## config.mk

```make
export PLATFORM = sky130hd
export DESIGN_NAME = z88_mem_arbiter
export DESIGN_NICKNAME = d
export VERILOG_FILES = /design/src/rtl/z88_mem_arbiter.sv
export SDC_FILE = /design/constraint.sdc
export NUM_CORES = 1
export LEC_CHECK = 0
export CORE_AREA = 2 2 57 112
export DETAILED_ROUTE_END_ITERATION = 10
export DIE_AREA = 0 0 59 114
export PLACE_DENSITY = 0.87
export SLEW_MARGIN = 30
export SYNTH_ARGS = -nofsm -noshare
export SYNTH_HDL_FRONTEND = slang
export SYNTH_SLANG_ARGS = --single-unit
```

## constraint.sdc

```tcl
create_clock -name clk_i -period 2.8 [get_ports clk_i]
set_input_delay 0.84 -clock clk_i [delete_from_list [all_inputs] [get_ports clk_i]]
set_output_delay 0.84 -clock clk_i [all_outputs]
set_load 0.02 [all_outputs]
```

## src/rtl/z88_mem_arbiter.sv

```systemverilog
// z88_mem_arbiter: serialises CPU and LCD accesses onto the slot-0 ROM/SRAM pair
//
// Ports
//   clk_i, reset_i                      master clock, synchronous active-high reset
//   cpu_req_i/we_i/addr_i/wdata_i       CPU request (held until cpu_ack_o)
//   cpu_ack_o, cpu_rdata_o              one-cycle completion pulse, read data (held)
//   lcd_req_i/addr_i                    display fetch request, read only
//   lcd_ack_o, lcd_rdata_o              one-cycle completion pulse, fetch data (held)
//   mem_a_o, ram_di_o                   shared chip address, SRAM write data
//   ram_do_i, rom_do_i                  SRAM / ROM read data
//   ram_ce_n_o, ram_oe_n_o, ram_we_n_o  SRAM strobes, active low
//   rom_ce_n_o, rom_oe_n_o              ROM strobes, active low
//   busy_o                              high whenever an access is in progress
//
// Address bits [21:19]: 000 = ROM, 001 = RAM, anything else is unmapped
// (full sequence runs with no chip enabled, reads return 8'hFF).
module z88_mem_arbiter #(
    parameter int unsigned ACCESS_CYCLES = 2
) (
    input  logic        clk_i,
    input  logic        reset_i,
    input  logic        cpu_req_i,
    input  logic        cpu_we_i,
    input  logic [21:0] cpu_addr_i,
    input  logic [7:0]  cpu_wdata_i,
    output logic        cpu_ack_o,
    output logic [7:0]  cpu_rdata_o,
    input  logic        lcd_req_i,
    input  logic [21:0] lcd_addr_i,
    output logic        lcd_ack_o,
    output logic [7:0]  lcd_rdata_o,
    output logic [18:0] mem_a_o,
    output logic [7:0]  ram_di_o,
    input  logic [7:0]  ram_do_i,
    input  logic [7:0]  rom_do_i,
    output logic        ram_ce_n_o,
    output logic        ram_oe_n_o,
    output logic        ram_we_n_o,
    output logic        rom_ce_n_o,
    output logic        rom_oe_n_o,
    output logic        busy_o
);
    localparam int unsigned CW = (ACCESS_CYCLES > 1) ? $clog2(ACCESS_CYCLES) : 1;

    typedef enum logic [1:0] {IDLE, SETUP, ACCESS, HOLD} state_e;

    state_e      state_q, state_d;
    logic [CW-1:0] cnt_q, cnt_d;
    logic [21:0] addr_q;
    logic        we_q;
    logic [7:0]  wdata_q;
    // Owner of the current access; once idle it is the previous winner used
    // for round robin. Resets to LCD so the CPU wins the first contention.
    logic        last_lcd_q;
    logic        cpu_ack_q, lcd_ack_q;
    logic [7:0]  cpu_rdata_q, lcd_rdata_q;

    logic        grant, grant_lcd, last_beat, sel_rom, sel_ram, active, rd_phase;
    logic [7:0]  rd_data;

    assign sel_rom  = addr_q[21:19] == 3'b000;
    assign sel_ram  = addr_q[21:19] == 3'b001;
    assign rd_data  = sel_rom ? rom_do_i : sel_ram ? ram_do_i : 8'hFF;
    assign active   = state_q != IDLE;
    assign rd_phase = (state_q == SETUP) || (state_q == ACCESS);

    always_comb begin
        grant     = cpu_req_i || lcd_req_i;
        grant_lcd = lcd_req_i && (!cpu_req_i || !last_lcd_q);
        last_beat = (state_q == ACCESS) && (cnt_q == CW'(ACCESS_CYCLES - 1));
        state_d   = state_q;
        cnt_d     = cnt_q;
        case (state_q)
            IDLE:    state_d = grant ? SETUP : IDLE;
            SETUP: begin
                state_d = ACCESS;
                cnt_d   = '0;
            end
            ACCESS: begin
                state_d = last_beat ? HOLD : ACCESS;
                cnt_d   = last_beat ? cnt_q : cnt_q + CW'(1);
            end
            HOLD:    state_d = IDLE;
            default: state_d = IDLE;
        endcase
    end

    always_ff @(posedge clk_i) begin
        if (reset_i) begin
            state_q     <= IDLE;
            cnt_q       <= '0;
            addr_q      <= '0;
            we_q        <= 1'b0;
            wdata_q     <= '0;
            last_lcd_q  <= 1'b1;
            cpu_ack_q   <= 1'b0;
            lcd_ack_q   <= 1'b0;
            cpu_rdata_q <= '0;
            lcd_rdata_q <= '0;
        end else begin
            state_q   <= state_d;
            cnt_q     <= cnt_d;
            // Ack is registered on the edge entering HOLD, alongside the data.
            cpu_ack_q <= last_beat && !last_lcd_q;
            lcd_ack_q <= last_beat && last_lcd_q;
            if (state_q == IDLE && grant) begin
                addr_q     <= grant_lcd ? lcd_addr_i : cpu_addr_i;
                we_q       <= !grant_lcd && cpu_we_i;
                wdata_q    <= grant_lcd ? wdata_q : cpu_wdata_i;
                last_lcd_q <= grant_lcd;
            end
            if (last_beat && !we_q) begin
                if (last_lcd_q)
                    lcd_rdata_q <= rd_data;
                else
                    cpu_rdata_q <= rd_data;
            end
        end
    end

    // Strobes decode only registered state, so no path exists from req to pins.
    assign rom_ce_n_o  = !(active && sel_rom);
    assign ram_ce_n_o  = !(active && sel_ram);
    assign rom_oe_n_o  = !(rd_phase && sel_rom && !we_q);
    assign ram_oe_n_o  = !(rd_phase && sel_ram && !we_q);
    assign ram_we_n_o  = !((state_q == ACCESS) && sel_ram && we_q);
    assign mem_a_o     = addr_q[18:0];
    assign ram_di_o    = wdata_q;
    assign busy_o      = active;
    assign cpu_ack_o   = cpu_ack_q;
    assign lcd_ack_o   = lcd_ack_q;
    assign cpu_rdata_o = cpu_rdata_q;
    assign lcd_rdata_o = lcd_rdata_q;

endmodule

```

==> results.json, run 1 <==
{
  "cpPeakStageDelay_ps": 620,
  "root_buffer": "clkbuf_16",
  "stdcell_area_sq_um": 3710,
  "critPathTopFamily": "flip-flops",
  "initial_core_util": 0.416,
  "worstSetupStartpointType": "flip-flop",
  "async_flop_share": 0,
  "cts.sinks": 53,
  "cts_tree": "yes",
  "area_delta_synth_final_pct": 51.1,
  "cp_max_fo": 11,
  "synth_top_area_cell": "dfxtp_1",
  "wl_per_cell_microns": 15.3,
  "vias": 2265,
  "post_layout_nonfiller_instances": 419,
  "grt_pass1_vias": 2343,
  "clock_path_buffers": 2,
  "total_power_mw": 2.21,
  "yosysSeqAreaShare": 0.432,
  "ant_nets": 0,
  "track_usage": 0.197,
  "crit_path_top_delay_cell": "dfxtp_1",
  "post-synth-top-area-fraction": 0.432,
  "worstPathRequired_ps": 1960,
  "tightest_slew_ps": 826,
  "cts_buffers": 5,
  "grt_pass1_wl_microns": 10300,
  "drt_iter0_drc": 113,
  "synth_mux_area_frac": 0.0367,
  "place_congestion": 0.902,
  "seqCellArea_sq_um": 1060,
  "fillCellCount": 493,
  "drive_above_1_share": 0.0787,
  "drc_errors": 0,
  "yosys-top-cells-area": "dfxtp_1 43%, a221o_1 9.0%, nor3b_1 7.3%",
  "wl_microns": 6410,
  "synth-adder-area-share": 0.0204,
  "synth_compound_area_frac": 0.148,
  "grt-ovfl-total": 0,
  "peakVddDrop_mv": 0.479,
  "cp_cell_sequence": "nor2b_1, nand4b_1, clkdlybuf4s50_1",
  "cts_htree_levels": 2,
  "finalHoldViolations": 0,
  "path_clk_slew_ps": 70,
  "synth_edf_count": 0,
  "viasPerCell": 5.41,
  "dpl_worst_slack_ps": 157,
  "setup.worst_path.class": "reg2out",
  "dp.cells": 411,
  "r2r_end": "addr_q[7]",
  "layout_worst_path_cycle_share": 0.993,
  "clock_latency_ps": 290,
  "finalSetupViolCount": 0,
  "ys_warn_count": 0,
  "reg2reg_slack_ps": 830,
  "yosys.cell_types.count": 33,
  "numPortBuffers": 123,
  "finalNetCount": 432,
  "die_x_microns": 59,
  "timing.critical_path.to": "ram_we_n_o",
  "crit_cells": 3,
  "hold_path_class": "reg2reg",
  "netlist_area_sq_um": 2460,
  "syn_area_per_cell_sq_um": 9.41,
  "yosys.area_share.simple": 0.245,
  "synth_seq_cells": 53,
  "antenna_found_initial": 0,
  "ys.flop_type": "dfxtp_1",
  "syn_inst": 261,
  "synthesis.nets": 338,
  "synth_top_family_by_area": "simple AND/OR/NAND/NOR gates",
  "setup_slack_ps": 20.5,
  "worstRegToRegCells": 5,
  "dieHeight_microns": 114,
  "postCtsHoldBufs": 0,
  "critPathArrivalTime_ps": 1940,
  "hpwl_microns": 4790,
  "multi_input_area_sq_um": 1110,
  "cp_num_buf_inv": 1,
  "rows": 40,
  "finalCriticalPeriod_ps": 2780,
  "placed_area_sq_um": 3520,
  "drtPass1Iterations": 4,
  "diodes": 0,
  "fmax_mhz": 360,
  "coreArea_sq_um": 5910,
  "grt_max_degree": 30,
  "num_io_pins": 124,
  "critPathLaunch": "addr_q[19]",
  "cts_setup_buffers": 0,
  "rr_startpoint": "state_q[0]",
  "die-area_sq_um": 6730,
  "finalSetupTns_ps": 0,
  "timing.final.max_slew_violations": 0,
  "end_kind": "output port",
  "drv_cap": 0,
  "slew_headroom": 0.447,
  "synth_common_cells": "53 x dfxtp_1, 33 x nor3_1, 24 x nor3b_1, 22 x a221o_1, 22 x nor2_1",
  "status": "finished, final reports clean",
  "post-synth-top-count-cell": "dfxtp_1",
  "synth-xor-area-share": 0,
  "finalClockSkew_ps": 6.81,
  "p_per_area_nw_per_um2": 594,
  "leakage_nw": 1.33
}
-- cells in the final DEF (no fill, tap or decap), drive strengths merged, types with 5 or more instances in the layout --
master,synthesis,routed
nor2,22,22
nor3,34,34
nand2,7,7
clkbuf,4,5
dfxtp,53,53
a21oi,8,8
nand3,8,8
nor3b,24,24
o21ai,10,10
a221o,22,22
mux2,8,8
buf,36,5
clkdlybuf4s50,0,122
-- cells by family (layout without fill, tap and decap cells) --
family,count (synthesis),after routing
DFF,53,53
muxes,8,8
AOI/OAI and AO/OA,46,46
and+or+nand+nor,106,106
buffers and inverters,44,139
adders and majority gates,4,4
-- worst reg2reg max path, stage by stage, from the launching register on --
cell and delay (ps):
dfxtp_1 320, inv_1 100, ha_1 310, nand2_2 180, nor3_4 710, a221o_1 290
-- flip-flops by register name, summed over array words and instances (netlist names) --
| register | count |
|---|---|
| addr_q | 22 |
| state_q | 2 |
| lcd_ack_o | 1 |
| cnt_q | 1 |
| ram_di_o | 8 |
| cpu_ack_o | 1 |
| last_lcd_q | 1 |
| lcd_rdata_o | 8 |
| cpu_rdata_o | 8 |
| we_q | 1 |
-- layer usage --
metal / vias to the layer above / track usage / share of wire
met1: 1007 / 0.215 / 0.40
met3: 11 / 0.0782 / 0.11
li1: 1116 / - / -
met5: - / 0 / 0
met4: 0 / 0.0909 / 0.021
met2: 131 / 0.325 / 0.47
-- worst min path at each step --
stage          cells past startpoint           start             end  slack, ps
6_report                           2     ram_di_o[7]     ram_di_o[7]        490
5_1_grt                            2  cpu_rdata_o[6]  cpu_rdata_o[6]        510
4_1_cts                            2     ram_di_o[7]     ram_di_o[7]        490
3_5_place_dp                       2     ram_di_o[7]     ram_di_o[7]        480
3_3_place_gp                       2     ram_di_o[3]     ram_di_o[3]        470
2_1_floorplan                      2           cnt_q       cpu_ack_o        490
-- power breakdown --
group | switching [mW] | internal [mW]
clock network | 0.270 | 0.510
logic | 0.264 | 0.296
registers | 0.0488 | 0.818
total | 0.582 | 1.62
-- what timing repair did --
action                     in CTS  in global routing
hold endpoints to repair        0                  0
resized for setup               0                  1
setup endpoints to repair       0                  2
-- stage by stage --
stage | utilization | hold slack [ps]
6_report | 0.629 | 486
3_5_place_dp | 0.596 | 479
3_3_place_gp | 0.596 | 471
5_1_grt | 0.629 | 509
2_1_floorplan | - | 493
4_1_cts | 0.628 | 490
-- layout make-up --
type | count | share of cell area
Clock inverter | 3 | 0.0175
Timing Repair Buffer | 127 | 0.338
Clock buffer | 5 | 0.0337
Multi-Input combinational cell | 164 | 0.299
Sequential cell | 53 | 0.286
Tap cell | 63 | 0.0212
Inverter | 4 | 0.00404
No activity file was read; power rests on OpenSTA's default activity.
==> inputs of run 2 (changes only) <==
--- a/config.mk
+++ b/config.mk
@@ -8,7 +8,7 @@
 export CORE_AREA = 2 2 57 112
 export DETAILED_ROUTE_END_ITERATION = 10
 export DIE_AREA = 0 0 59 114
-export PLACE_DENSITY = 0.87
+export PLACE_DENSITY_LB_ADDON = 0.05
 export SLEW_MARGIN = 30
 export SYNTH_ARGS = -nofsm -noshare
 export SYNTH_HDL_FRONTEND = slang
==> run 2 against run 1 <==
Compared with the run above:
- cell area fell by 1.1%
- first-iteration DRC count is 27% lower
- fmax is 2.6% higher
- highest routed layer unchanged
==> results.json, run 2 (synthesis results as in run 1) <==
{
  "most-common-layout-cells": "121 x clkdlybuf4s50_1, 52 x dfxtp_1, 33 x nor3_1",
  "finalClockSkew_ps": 2.27,
  "multi_input_area_sq_um": 1110,
  "wl_microns": 6410,
  "hold_path_class": "reg2reg",
  "tightest_slew_ps": 828,
  "drt_iter0_drc": 82,
  "diodes": 0,
  "viasPerCell": 5.39,
  "peakVddDrop_mv": 0.314,
  "slew_headroom": 0.446,
  "coreArea_sq_um": 5910,
  "place_congestion": 0.853,
  "area_delta_synth_final_pct": 49.5,
  "vias": 2251,
  "critPathArrivalTime_ps": 1870,
  "p_switching_mw": 0.565,
  "grt_pass1_wl_microns": 10400,
  "numPortBuffers": 123,
  "worstPathRequired_ps": 1960,
  "track_usage": 0.198,
  "cp_max_fo": 3,
  "p_per_area_nw_per_um2": 553,
  "wl_per_cell_microns": 15.3,
  "hpwl_microns": 4840,
  "hold_ws_ps": 484,
  "dpl_worst_slack_ps": 178,
  "timing.final.max_slew_violations": 0,
  "layout_worst_path_cycle_share": 0.968,
  "num_io_pins": 124,
  "finalCriticalPeriod_ps": 2710,
  "p_comb_frac": 0.276,
  "grt_max_degree": 37,
  "seqCellArea_sq_um": 1060,
  "finalHoldViolations": 0,
  "cts_tree": "yes",
  "drc_errors": 0,
  "cts_htree_levels": 2,
  "clock_latency_ps": 280,
  "root_buffer": "clkbuf_16",
  "p_int_mw": 1.47,
  "grt_pass1_vias": 2244,
  "drv_cap": 0,
  "antenna_found_initial": 0,
  "fmax_mhz": 369,
  "die-area_sq_um": 6730,
  "dieHeight_microns": 114,
  "setup_slack_ps": 90.2,
  "die_x_microns": 59,
  "ant_nets": 0,
  "end_kind": "output port",
  "cts_buffers": 5,
  "fillCellCount": 557,
  "setup.worst_path.class": "reg2out",
  "status": "finished, final reports clean",
  "initial_core_util": 0.416,
  "stdcell_area_sq_um": 3670,
  "drtPass1Iterations": 4,
  "rows": 40,
  "leakage_nw": 1.31,
  "path_clk_slew_ps": 60,
  "swShare": 0.278,
  "grt-ovfl-total": 0,
  "worstSetupStartpointType": "flip-flop",
  "finalSetupViolCount": 0,
  "postCtsHoldBufs": 0,
  "placed_area_sq_um": 3520,
  "final_common_cell": "clkdlybuf4s50_1",
  "cts.sinks": 53,
  "top_register": "addr_q",
  "drive_above_1_share": 0.0789,
  "p_seq_frac": 0.426,
  "largest_reg_flops": 22,
  "clock_path_buffers": 2,
  "finalNetCount": 432,
  "total_power_mw": 2.03,
  "clockPowerShare": 0.298
}
run 2: cell types whose count changed in the layout (fill, tap and decap cells not counted), sizes merged:
cell / change
bufinv: -2
clkbuf: +1
clkdlybuf4s50: -1
clkinv: -1
clkinvlp: +1
dlymetal6s2s: +1
run 2: area by class of cell:
| cell class | count | area share |
|---|---|---|
| inverter | 4 | 0.00409 |
| timing repair buffer | 127 | 0.343 |
| clock inverter | 1 | 0.00204 |
| clock buffer | 6 | 0.0378 |
| tap | 63 | 0.0215 |
| multi-input combinational | 164 | 0.303 |
| sequential | 53 | 0.289 |
run 2: final timing paths:
kind | start | to | slack [ps] | cells after the start
worst max-delay path | state_q[0] | rom_oe_n_o | 90 | 5
worst max register to register | state_q[0] | addr_q[18] | 890 | 6
worst min-delay path | ram_di_o[6] | ram_di_o[6] | 480 | 2
worst min register to register | ram_di_o[6] | ram_di_o[6] | 480 | 2
run 2: stage by stage:
| step | cells | util | TNS, ps |
|---|---|---|---|
| 3_5_place_dp | 411 | 0.596 | 0 |
| 2_1_floorplan | 261 | - | 0 |
| 4_1_cts | 418 | 0.620 | 0 |
| 6_report | 418 | 0.622 | 0 |
| 5_1_grt | 418 | 0.622 | -14.0 |
| 3_3_place_gp | 411 | 0.596 | 0 |
run 2: power groups by stage:
stage          registers [mW]  logic (mW)  clock network, mW
2_1_floorplan           0.874       0.360                  0
3_3_place_gp            0.879       0.551                  0
3_5_place_dp            0.882       0.559                  0
4_1_cts                 0.865       0.562              0.618
5_1_grt                 0.875       0.604              0.652
6_report                0.866       0.560              0.606
run 2: timing repair:
| item | 4_1_cts | 5_1_grt |
|---|---|---|
| buffers inserted | 0 | 0 |
| gates resized for setup | 0 | 3 |
| setup endpoints to repair | 0 | 3 |
run 2: metal layers:
metal,up-vias,global-route usage,part of all wire,wire (microns)
li1,1115,-,-,-
met4,0,0.0697,0.012,76
met5,-,0,0,0
met2,89,0.323,0.48,3110
met3,6,0.0488,0.066,426
met1,1041,0.248,0.44,2800
run 2: worst max-delay path: stages (launching register included):
cell and delay (ps):
dfxtp_1 340, inv_1 80, ha_1 310, nor3b_2 180, nand2_1 70, clkdlybuf4s50_1 600
